`config.mk`:
```
export PLATFORM = sky130hd
export DESIGN_NAME = unpacker_master
export DESIGN_NICKNAME = d
export VERILOG_FILES = /design/src/rtl/fpu_unpack_pkg.sv /design/src/rtl/unpack_operand.sv /design/src/rtl/unpacker_master.sv
export SDC_FILE = /design/constraint.sdc
export NUM_CORES = 1
export LEC_CHECK = 0
export CORE_MARGIN = 3
export CORE_UTILIZATION = 39
export CTS_CLUSTER_SIZE = 10
export DETAILED_ROUTE_END_ITERATION = 6
export HOLD_SLACK_MARGIN = 0.12
export PLACE_DENSITY = 0.76
export SLEW_MARGIN = 10
export SYNTH_ARGS = -nofsm -noshare
export SYNTH_HDL_FRONTEND = slang
export SYNTH_SLANG_ARGS = --single-unit
```
`constraint.sdc`:
```
create_clock -name clk -period 2.3 [get_ports clk]
set_clock_uncertainty 0.2 [all_clocks]
set_input_delay 0.23 -clock clk [delete_from_list [all_inputs] [get_ports clk]]
set_output_delay 0.23 -clock clk [all_outputs]
set_load 0.1 [all_outputs]
```
`src/rtl/fpu_unpack_pkg.sv`:
```
// Shared constants, result record and helpers for the IEEE-754 operand unpacker.
// The normalization shifter is selected by the UNPACKER_NORMALIZE_EN macro in unpack_operand.
package fpu_unpack_pkg;

    localparam int DATA_W = 64;
    localparam int SIG_W  = 53;
    localparam int EXP_W  = 11;
    localparam int LZ_W   = 6;
    localparam int FLAG_W = 4;

    localparam int FLAG_ZERO = 3;
    localparam int FLAG_INF  = 2;
    localparam int FLAG_NAN  = 1;
    localparam int FLAG_SNAN = 0;

    localparam int DBL_BIAS    = 1023;
    localparam int SGL_BIAS    = 127;
    localparam int SGL_REBIAS  = DBL_BIAS - SGL_BIAS;

    localparam logic [SIG_W-1:0] QNAN_DEFAULT = 53'h18000000000000;

    // Decoded view of one operand, all fields in double-precision layout.
    typedef struct packed {
        logic              sign;
        logic [EXP_W-1:0]  expo;
        logic [SIG_W-1:0]  sig;
        logic [LZ_W-1:0]   lz;
        logic [FLAG_W-1:0] flags;
        logic [SIG_W-1:0]  qnan;
    } unpacked_t;

    // Leading-zero count of a 53-bit significand; an all-zero value reports 0.
    function automatic logic [LZ_W-1:0] lzc53(input logic [SIG_W-1:0] value);
        logic [LZ_W-1:0] count;
        count = 6'd0;
        for (int i = 0; i < SIG_W; i++) begin
            if (value[i]) begin
                count = LZ_W'(SIG_W - 1 - i);
            end else begin
                count = count;
            end
        end
        return count;
    endfunction

endpackage

```
`src/rtl/unpack_operand.sv`:
```
// Combinational decode of one packed single/double operand into sign, rebiased exponent,
// significand, leading-zero count, class flags and quiet-NaN payload. Macro: UNPACKER_NORMALIZE_EN.
module unpack_operand
    import fpu_unpack_pkg::*;
(
    input  logic [DATA_W-1:0] operand,
    input  logic              db,
    input  logic              normal,
    output unpacked_t         result
);

    logic              exp_zero_s;
    logic              exp_ones_s;
    logic [51:0]       frac_s;
    logic [EXP_W-1:0]  exp_s;
    logic [SIG_W-1:0]  sig_s;
    logic [LZ_W-1:0]   lz_s;
    logic              frac_nz_s;

    // Field extraction and exponent rebias; singles are left-aligned into the double fraction.
    always_comb begin
        exp_zero_s = 1'b0;
        exp_ones_s = 1'b0;
        frac_s     = 52'd0;
        exp_s      = 11'd0;
        if (db) begin
            exp_zero_s = (operand[62:52] == 11'd0);
            exp_ones_s = (operand[62:52] == 11'h7FF);
            frac_s     = operand[51:0];
            if (exp_zero_s) begin
                exp_s = 11'd1;
            end else begin
                exp_s = operand[62:52];
            end
        end else begin
            exp_zero_s = (operand[62:55] == 8'd0);
            exp_ones_s = (operand[62:55] == 8'hFF);
            frac_s     = {operand[54:32], 29'd0};
            if (exp_zero_s) begin
                exp_s = 11'd1;
            end else if (exp_ones_s) begin
                exp_s = 11'h7FF;
            end else begin
                exp_s = {3'b000, operand[62:55]} + EXP_W'(SGL_REBIAS);
            end
        end
    end

    assign frac_nz_s = (frac_s != 52'd0);
    assign sig_s     = {~exp_zero_s, frac_s};
    assign lz_s      = lzc53(sig_s);

`ifdef UNPACKER_NORMALIZE_EN
    logic [SIG_W-1:0] sig_out_s;

    // Optional normalization: shift out the leading zeros of denormal significands.
    always_comb begin
        if (normal) begin
            sig_out_s = sig_s << lz_s;
        end else begin
            sig_out_s = sig_s;
        end
    end
`else
    logic [SIG_W-1:0] sig_out_s;
    logic             unused_normal_s;

    assign unused_normal_s = normal;
    assign sig_out_s       = sig_s;
`endif

    // Assemble the decoded record, including class flags and the quieted NaN payload.
    always_comb begin
        result                  = '{default: 1'b0};
        result.sign             = operand[63];
        result.expo             = exp_s;
        result.sig              = sig_out_s;
        result.lz               = lz_s;
        result.flags[FLAG_ZERO] = exp_zero_s & ~frac_nz_s;
        result.flags[FLAG_INF]  = exp_ones_s & ~frac_nz_s;
        result.flags[FLAG_NAN]  = exp_ones_s & frac_nz_s;
        result.flags[FLAG_SNAN] = exp_ones_s & frac_nz_s & ~frac_s[51];
        result.qnan             = {2'b11, frac_s[50:0]};
    end

endmodule

```
`src/rtl/unpacker_master.sv`:
```
// Two-operand IEEE-754 unpacker with one-cycle registered outputs and NaN payload selection.
// Normalization of significands is available when UNPACKER_NORMALIZE_EN is defined.
module unpacker_master
    import fpu_unpack_pkg::*;
(
    input  logic              clk,
    input  logic              rst,
    input  logic [DATA_W-1:0] FA2,
    input  logic [DATA_W-1:0] FB2,
    input  logic              db,
    input  logic              normal,
    output logic              sa,
    output logic              sb,
    output logic [EXP_W-1:0]  ea,
    output logic [EXP_W-1:0]  eb,
    output logic [LZ_W-1:0]   lza,
    output logic [LZ_W-1:0]   lzb,
    output logic [SIG_W-1:0]  fa,
    output logic [SIG_W-1:0]  fb,
    output logic [FLAG_W-1:0] fla,
    output logic [FLAG_W-1:0] flb,
    output logic [SIG_W-1:0]  nan
);

    unpacked_t        op_a_s;
    unpacked_t        op_b_s;
    logic [SIG_W-1:0] nan_sel_s;

    unpack_operand u_unpack_a (
        .operand (FA2),
        .db      (db),
        .normal  (normal),
        .result  (op_a_s)
    );

    unpack_operand u_unpack_b (
        .operand (FB2),
        .db      (db),
        .normal  (normal),
        .result  (op_b_s)
    );

    // NaN propagation: operand A has priority over B, otherwise the default quiet NaN.
    always_comb begin
        if (op_a_s.flags[FLAG_NAN]) begin
            nan_sel_s = op_a_s.qnan;
        end else if (op_b_s.flags[FLAG_NAN]) begin
            nan_sel_s = op_b_s.qnan;
        end else begin
            nan_sel_s = QNAN_DEFAULT;
        end
    end

    // Output registers with synchronous clear.
    always_ff @(posedge clk) begin
        if (rst) begin
            sa  <= 1'b0;
            sb  <= 1'b0;
            ea  <= 11'd0;
            eb  <= 11'd0;
            lza <= 6'd0;
            lzb <= 6'd0;
            fa  <= 53'd0;
            fb  <= 53'd0;
            fla <= 4'd0;
            flb <= 4'd0;
            nan <= 53'd0;
        end else begin
            sa  <= op_a_s.sign;
            sb  <= op_b_s.sign;
            ea  <= op_a_s.expo;
            eb  <= op_b_s.expo;
            lza <= op_a_s.lz;
            lzb <= op_b_s.lz;
            fa  <= op_a_s.sig;
            fb  <= op_b_s.sig;
            fla <= op_a_s.flags;
            flb <= op_b_s.flags;
            nan <= nan_sel_s;
        end
    end

endmodule

```
==> results.toml, run 1 <==
[run_status]
status = "completed"

[placement]
dpl.cell_count = 1757
post_dp_cell_area_um2 = 13300
portBuffers = 333
place.gp.congestion = 0.929
dp_hpwl_mm = 26.9

[layout]
drive_gt1_frac = 0.344
nets = 1682
final_util = 0.690
design_area_um2 = 14600
fin_cells = 1831
area_growth_pct = 73.2

[worst_setup_path]
cp-end-kind = "flip-flop"
worstSetupPathType = "input port to flip-flop"
slowest_delay_ns = 0.57
arrival_ns = 2.45
crit_chain = "clkdlybuf4s50_1 > o41ai_4 > nand4_1 > nand2b_4 > or4_4 > and2_4 > o41ai_2"
critPathMaxFanout = 7
cp.required_ns = 2.50
crit_path_start_kind = "input port"
crit_path_top_delay_cell = "or4_4"

[power_and_ir_drop]
power_density_nw_per_um2 = 642
power.total_mw = 9.34
p_leak_nw = 6.75
max-vdd-ir-drop_uv = 516

[synthesis]
yosysWarnings = 0
yosysSeqAreaShare = 0.481
syn-num-nets = 1097
synth-edff-count = 0
synth_top_cells_by_count = "dfxtp_1, nor2_1, nand2_1"
synth_top_area_frac = 0.481
syn_area_per_cell_um2 = 8.71
synth_area_leaders = "dfxtp_1, mux2i_1, nor2_1"
yosysUniqueCellTypes = 61
ys_ff_latch = 202
post-synth-top-count-cell = "dfxtp_1"
syn_area_um2 = 8400
synthFlopType = "dfxtp_1"
synthCells = 965
synth-async-reset-ratio = 0
yosysTopAreaCell = "dfxtp_1"

[detailed_routing]
routed_wl_mm = 36.4
vias_per_cell = 5.29
vias = 9679
drc_errors = 0
wl_per_cell_um = 19.9
drt_iter0_drc = 657
ant_nets = 0
dr.pass1.iters = 6

[floorplan]
rows = 53
die_width_um = 153
start_util = 0.398
design.core.area_um2 = 21100
die_area_um2 = 23300
die_height_um = 153
pin_count = 335

[timing]
relSlewSlack = 0.447
period_needed_ns = 2.25
post-route-period-util = 0.980
tns_ns = 0
max_freq_mhz = 444
hold_viol = 0
tightest_slew_ns = 0.808
slew_viol_final = 0
setup_violations = 0

[global_route]
grt_pass1_wl_mm = 53.1
grt_antenna_before_repair = 4
first_global_vias = 9665
grt.overflow.total = 0
grt_use_total = 0.284
grt_max_degree = 51

[clock_network]
root_buffer = "clkbuf_16"
clock_path_buffers = 3
cts_tree = "yes"
numCtsBuffers = 24
clkTransAtPathRegs_ns = 0.05
cts.sinks = 202
htreeDepth = 1

[worst_hold_path]
hold_class = "input port to flip-flop"

[flow_run]
drv_cap = 0
[cell type report]
class	instances	area [um2]
fill	1666	6540
timing repair buffer	605	5110
multi-input combinational	690	4290
sequential	202	4040
clock buffer	26	639
tap	275	344
inverter	27	101
clock inverter	2	10.0
antenna	4	10.0
[repair_timing]
action	in CTS	in global routing
gates cloned	6	3
gates resized for setup	22	35
buffers inserted	2	4
hold buffers	5	22
hold endpoints to repair	26	44
pin swaps	9	14
endpoints found under the setup margin	53	54
[metal layers]
layer / share of wire / GRT usage / vias to the layer above
met5: 0 / 0 / -
met4: 0.039 / 0.0878 / 0
met3: 0.10 / 0.0880 / 100
met2: 0.49 / 0.507 / 531
met1: 0.37 / 0.325 / 4483
li1: - / - / 4565
[critical path, delay by kind of cell]
family	cells	cell delay [ns]
simple gates	4	1.15
compound gates	2	0.57
buf+inv	1	0.49
[kinds of logic (layout without fill, tap and decap cells)]
| kind of cell | after synthesis | count (layout) | synth area share |
|---|---|---|---|
| other | 0 | 4 | 0 |
| AND/OR/NAND/NOR | 443 | 449 | 0.257 |
| flip-flops | 202 | 202 | 0.481 |
| multiplexers | 58 | 58 | 0.0692 |
| buffers and inverters | 79 | 660 | 0.0429 |
| AO/OA/AOI/OAI | 183 | 183 | 0.149 |
[registers in the layout, summed over array words and instances (netlist names)]
register	cells
fa	53
fb	53
nan	52
ea	11
eb	11
lza	6
lzb	6
fla	4
flb	4
sa	1
sb	1
[power by group]
group	internal, mW	total, mW	switching (mW)
Sequential	3.63	3.67	0.0378
Clock	1.93	3.28	1.34
Combinational	0.812	2.40	1.59
Total	6.37	9.34	2.97
[placed cells by master, fill, tap and decap left out, types with 7 or more instances in the layout]
cell and instances:
clkbuf_16 26, dlygate4sd3_1 27, nand3_1 51, dfxtp_1 202
dlymetal6s2s_1 23, nand2_1 91, and2_4 7, nor2_1 128
o31ai_1 11, nor2b_1 12, a21oi_1 74, clkdlybuf4s50_1 97
and2_1 51, buf_4 438, nor3_1 29, a31oi_1 8
nand4_1 9, nand2b_1 15, inv_1 27, dlygate4sd2_1 8
o21ai_0 22, nor4_1 12, mux2i_1 55
[per-stage QoR]
step	hold slack (ns)	setup WS (ns)
finish	0.121	0.0470
global route	0.177	-0.0222
CTS	0.173	0.00143
detailed placement	0.364	-0.749
global placement	0.359	-0.688
floorplan	0.146	-0.0876
[worst paths after layout]
| kind | to | slack, ns | cells after the start | startpoint |
|---|---|---|---|---|
| setup / recovery | nan[49] | 0.05 | 7 | FA2[6] |
| hold / removal | lza[1] | 0.12 | 5 | FA2[48] |
Power figures use the tool's default switching activity.
==> inputs of run 2 (changes only) <==
--- a/config.mk
+++ b/config.mk
@@ -9,6 +9,7 @@
 export CORE_UTILIZATION = 39
 export CTS_CLUSTER_SIZE = 10
 export DETAILED_ROUTE_END_ITERATION = 6
+export GPL_TIMING_DRIVEN = 0
 export HOLD_SLACK_MARGIN = 0.12
 export PLACE_DENSITY = 0.76
 export SLEW_MARGIN = 10
==> results.toml, run 2 (synthesis gave the netlist of run 1 again) <==
[layout]
nFillCells = 1807
multi_input_area_um2 = 4500
antenna_cells = 0
final-seq-area_um2 = 4040
final_common_cell = "dlygate4sd2_1"
mostFrequentLayoutCells = "dlygate4sd2_1, dfxtp_1, nor2_1, nand2_1, clkdlybuf4s50_1"
nets = 1532
area_growth_pct = 64.6
reg_top3 = "fa x53, fb x53, nan x52"
drive_gt1_frac = 0.133

[timing]
hold_viol = 0
relSlewSlack = 0.306
setup_violations = 5
slew_viol_final = 0
period_needed_ns = 2.34
post-route-period-util = 1.02
max_freq_mhz = 427
worst_slack_ns = -0.0393
fin_hold_ws_ns = 0.124
tns_ns = -0.119
rsz0062_at_grt = "true"
tightest_slew_ns = 1.04

[placement]
portBuffers = 332
place.gp.congestion = 0.964
dp_hpwl_mm = 27.0
pre_cts_ws_ns = -1.69

[global_route]
first_global_vias = 9210
grt_pass1_wl_mm = 55.4
grt_antenna_before_repair = 0
grt_use_total = 0.300
grt.overflow.total = 0
grt_max_degree = 12

[detailed_routing]
vias = 9344
drc_errors = 0
vias_per_cell = 5.56
dr.pass1.iters = 6
wl_per_cell_um = 22.3
drt_iter0_drc = 778
routed_wl_mm = 37.4
ant_nets = 0

[floorplan]
pin_count = 335
die_width_um = 153
die_area_um2 = 23300
rows = 53
design.core.area_um2 = 21100
start_util = 0.398
die_height_um = 153

[power_and_ir_drop]
p_leak_nw = 6.40
power_density_nw_per_um2 = 667
max-vdd-ir-drop_uv = 700
power.total_mw = 9.22

[clock_network]
numCtsBuffers = 24
clock_path_buffers = 3
root_buffer = "clkbuf_16"
clkTransAtPathRegs_ns = 0.06
cts_tree = "yes"
cts.sinks = 202
htreeDepth = 1

[worst_setup_path]
worstSetupPathType = "input port to flip-flop"
cp.required_ns = 2.49
arrival_ns = 2.53
crit_path_start_kind = "input port"
cp-end-kind = "flip-flop"
critPathMaxFanout = 7

[run_status]
status = "finished, violations left"
violations = "setup timing"

[worst_hold_path]
hold_class = "input port to flip-flop"

[flow_run]
drv_cap = 0
[run 2: timing repair]
item / in CTS / in global routing
pin swaps: 21 / 11
cloned: 1 / 0
hold buffers: 35 / 16
endpoints found under the setup margin: 394 / 50
hold endpoints to repair: 62 / 27
buffers inserted: 18 / 8
gates resized for setup: 357 / 47
[run 2: per-layer routing]
layer	global-route usage	wire length, um	vias up
met1	0.344	13700	4356
met5	0	0	-
met2	0.530	18300	611
li1	-	-	4262
met3	0.0807	3610	115
met4	0.121	1760	0
[run 2: worst max-delay path, cell delays in order]
cell           delay [ns]
dlygate4sd2_1        0.33
o41ai_2              0.32
nand2_1              0.16
nand4bb_4            0.26
or4_4                0.56
and2_4               0.23
bufbuf_16            0.29
nand2_1              0.08
a21oi_1              0.06
[run 2: area by class of cell]
| class | instances | area share |
|---|---|---|
| Inverter | 27 | 0.00733 |
| Tap cell | 275 | 0.0249 |
| Multi-Input combinational cell | 684 | 0.325 |
| Clock buffer | 31 | 0.0483 |
| Buffer | 51 | 0.0292 |
| Timing Repair Buffer | 410 | 0.272 |
| Sequential cell | 202 | 0.292 |
[run 2: final timing paths]
path | start | end | slack [ns] | cells past startpoint
worst max-delay path | FA2[26] | nan[13] | -0.04 | 9
worst min-delay path | FA2[41] | lza[2] | 0.12 | 5
[run 2: per-stage QoR]
step / cells / util / area [um2]
2_1_floorplan: 965 / - / 8540
3_3_place_gp: 1572 / 0.579 / 12200
3_5_place_dp: 1572 / 0.579 / 12200
4_1_cts: 1656 / 0.641 / 13500
5_1_grt: 1680 / 0.656 / 13800
6_report: 1680 / 0.656 / 13800
[run 2: report_power, final]
part | total (mW) | internal [mW] | switching [mW] | leakage (nW)
combinational | 2.21 | 0.601 | 1.61 | 4.42
sequential | 3.66 | 3.63 | 0.0299 | 1.66
clock | 3.36 | 1.99 | 1.37 | 0.327
total | 9.22 | 6.22 | 3.00 | 6.40
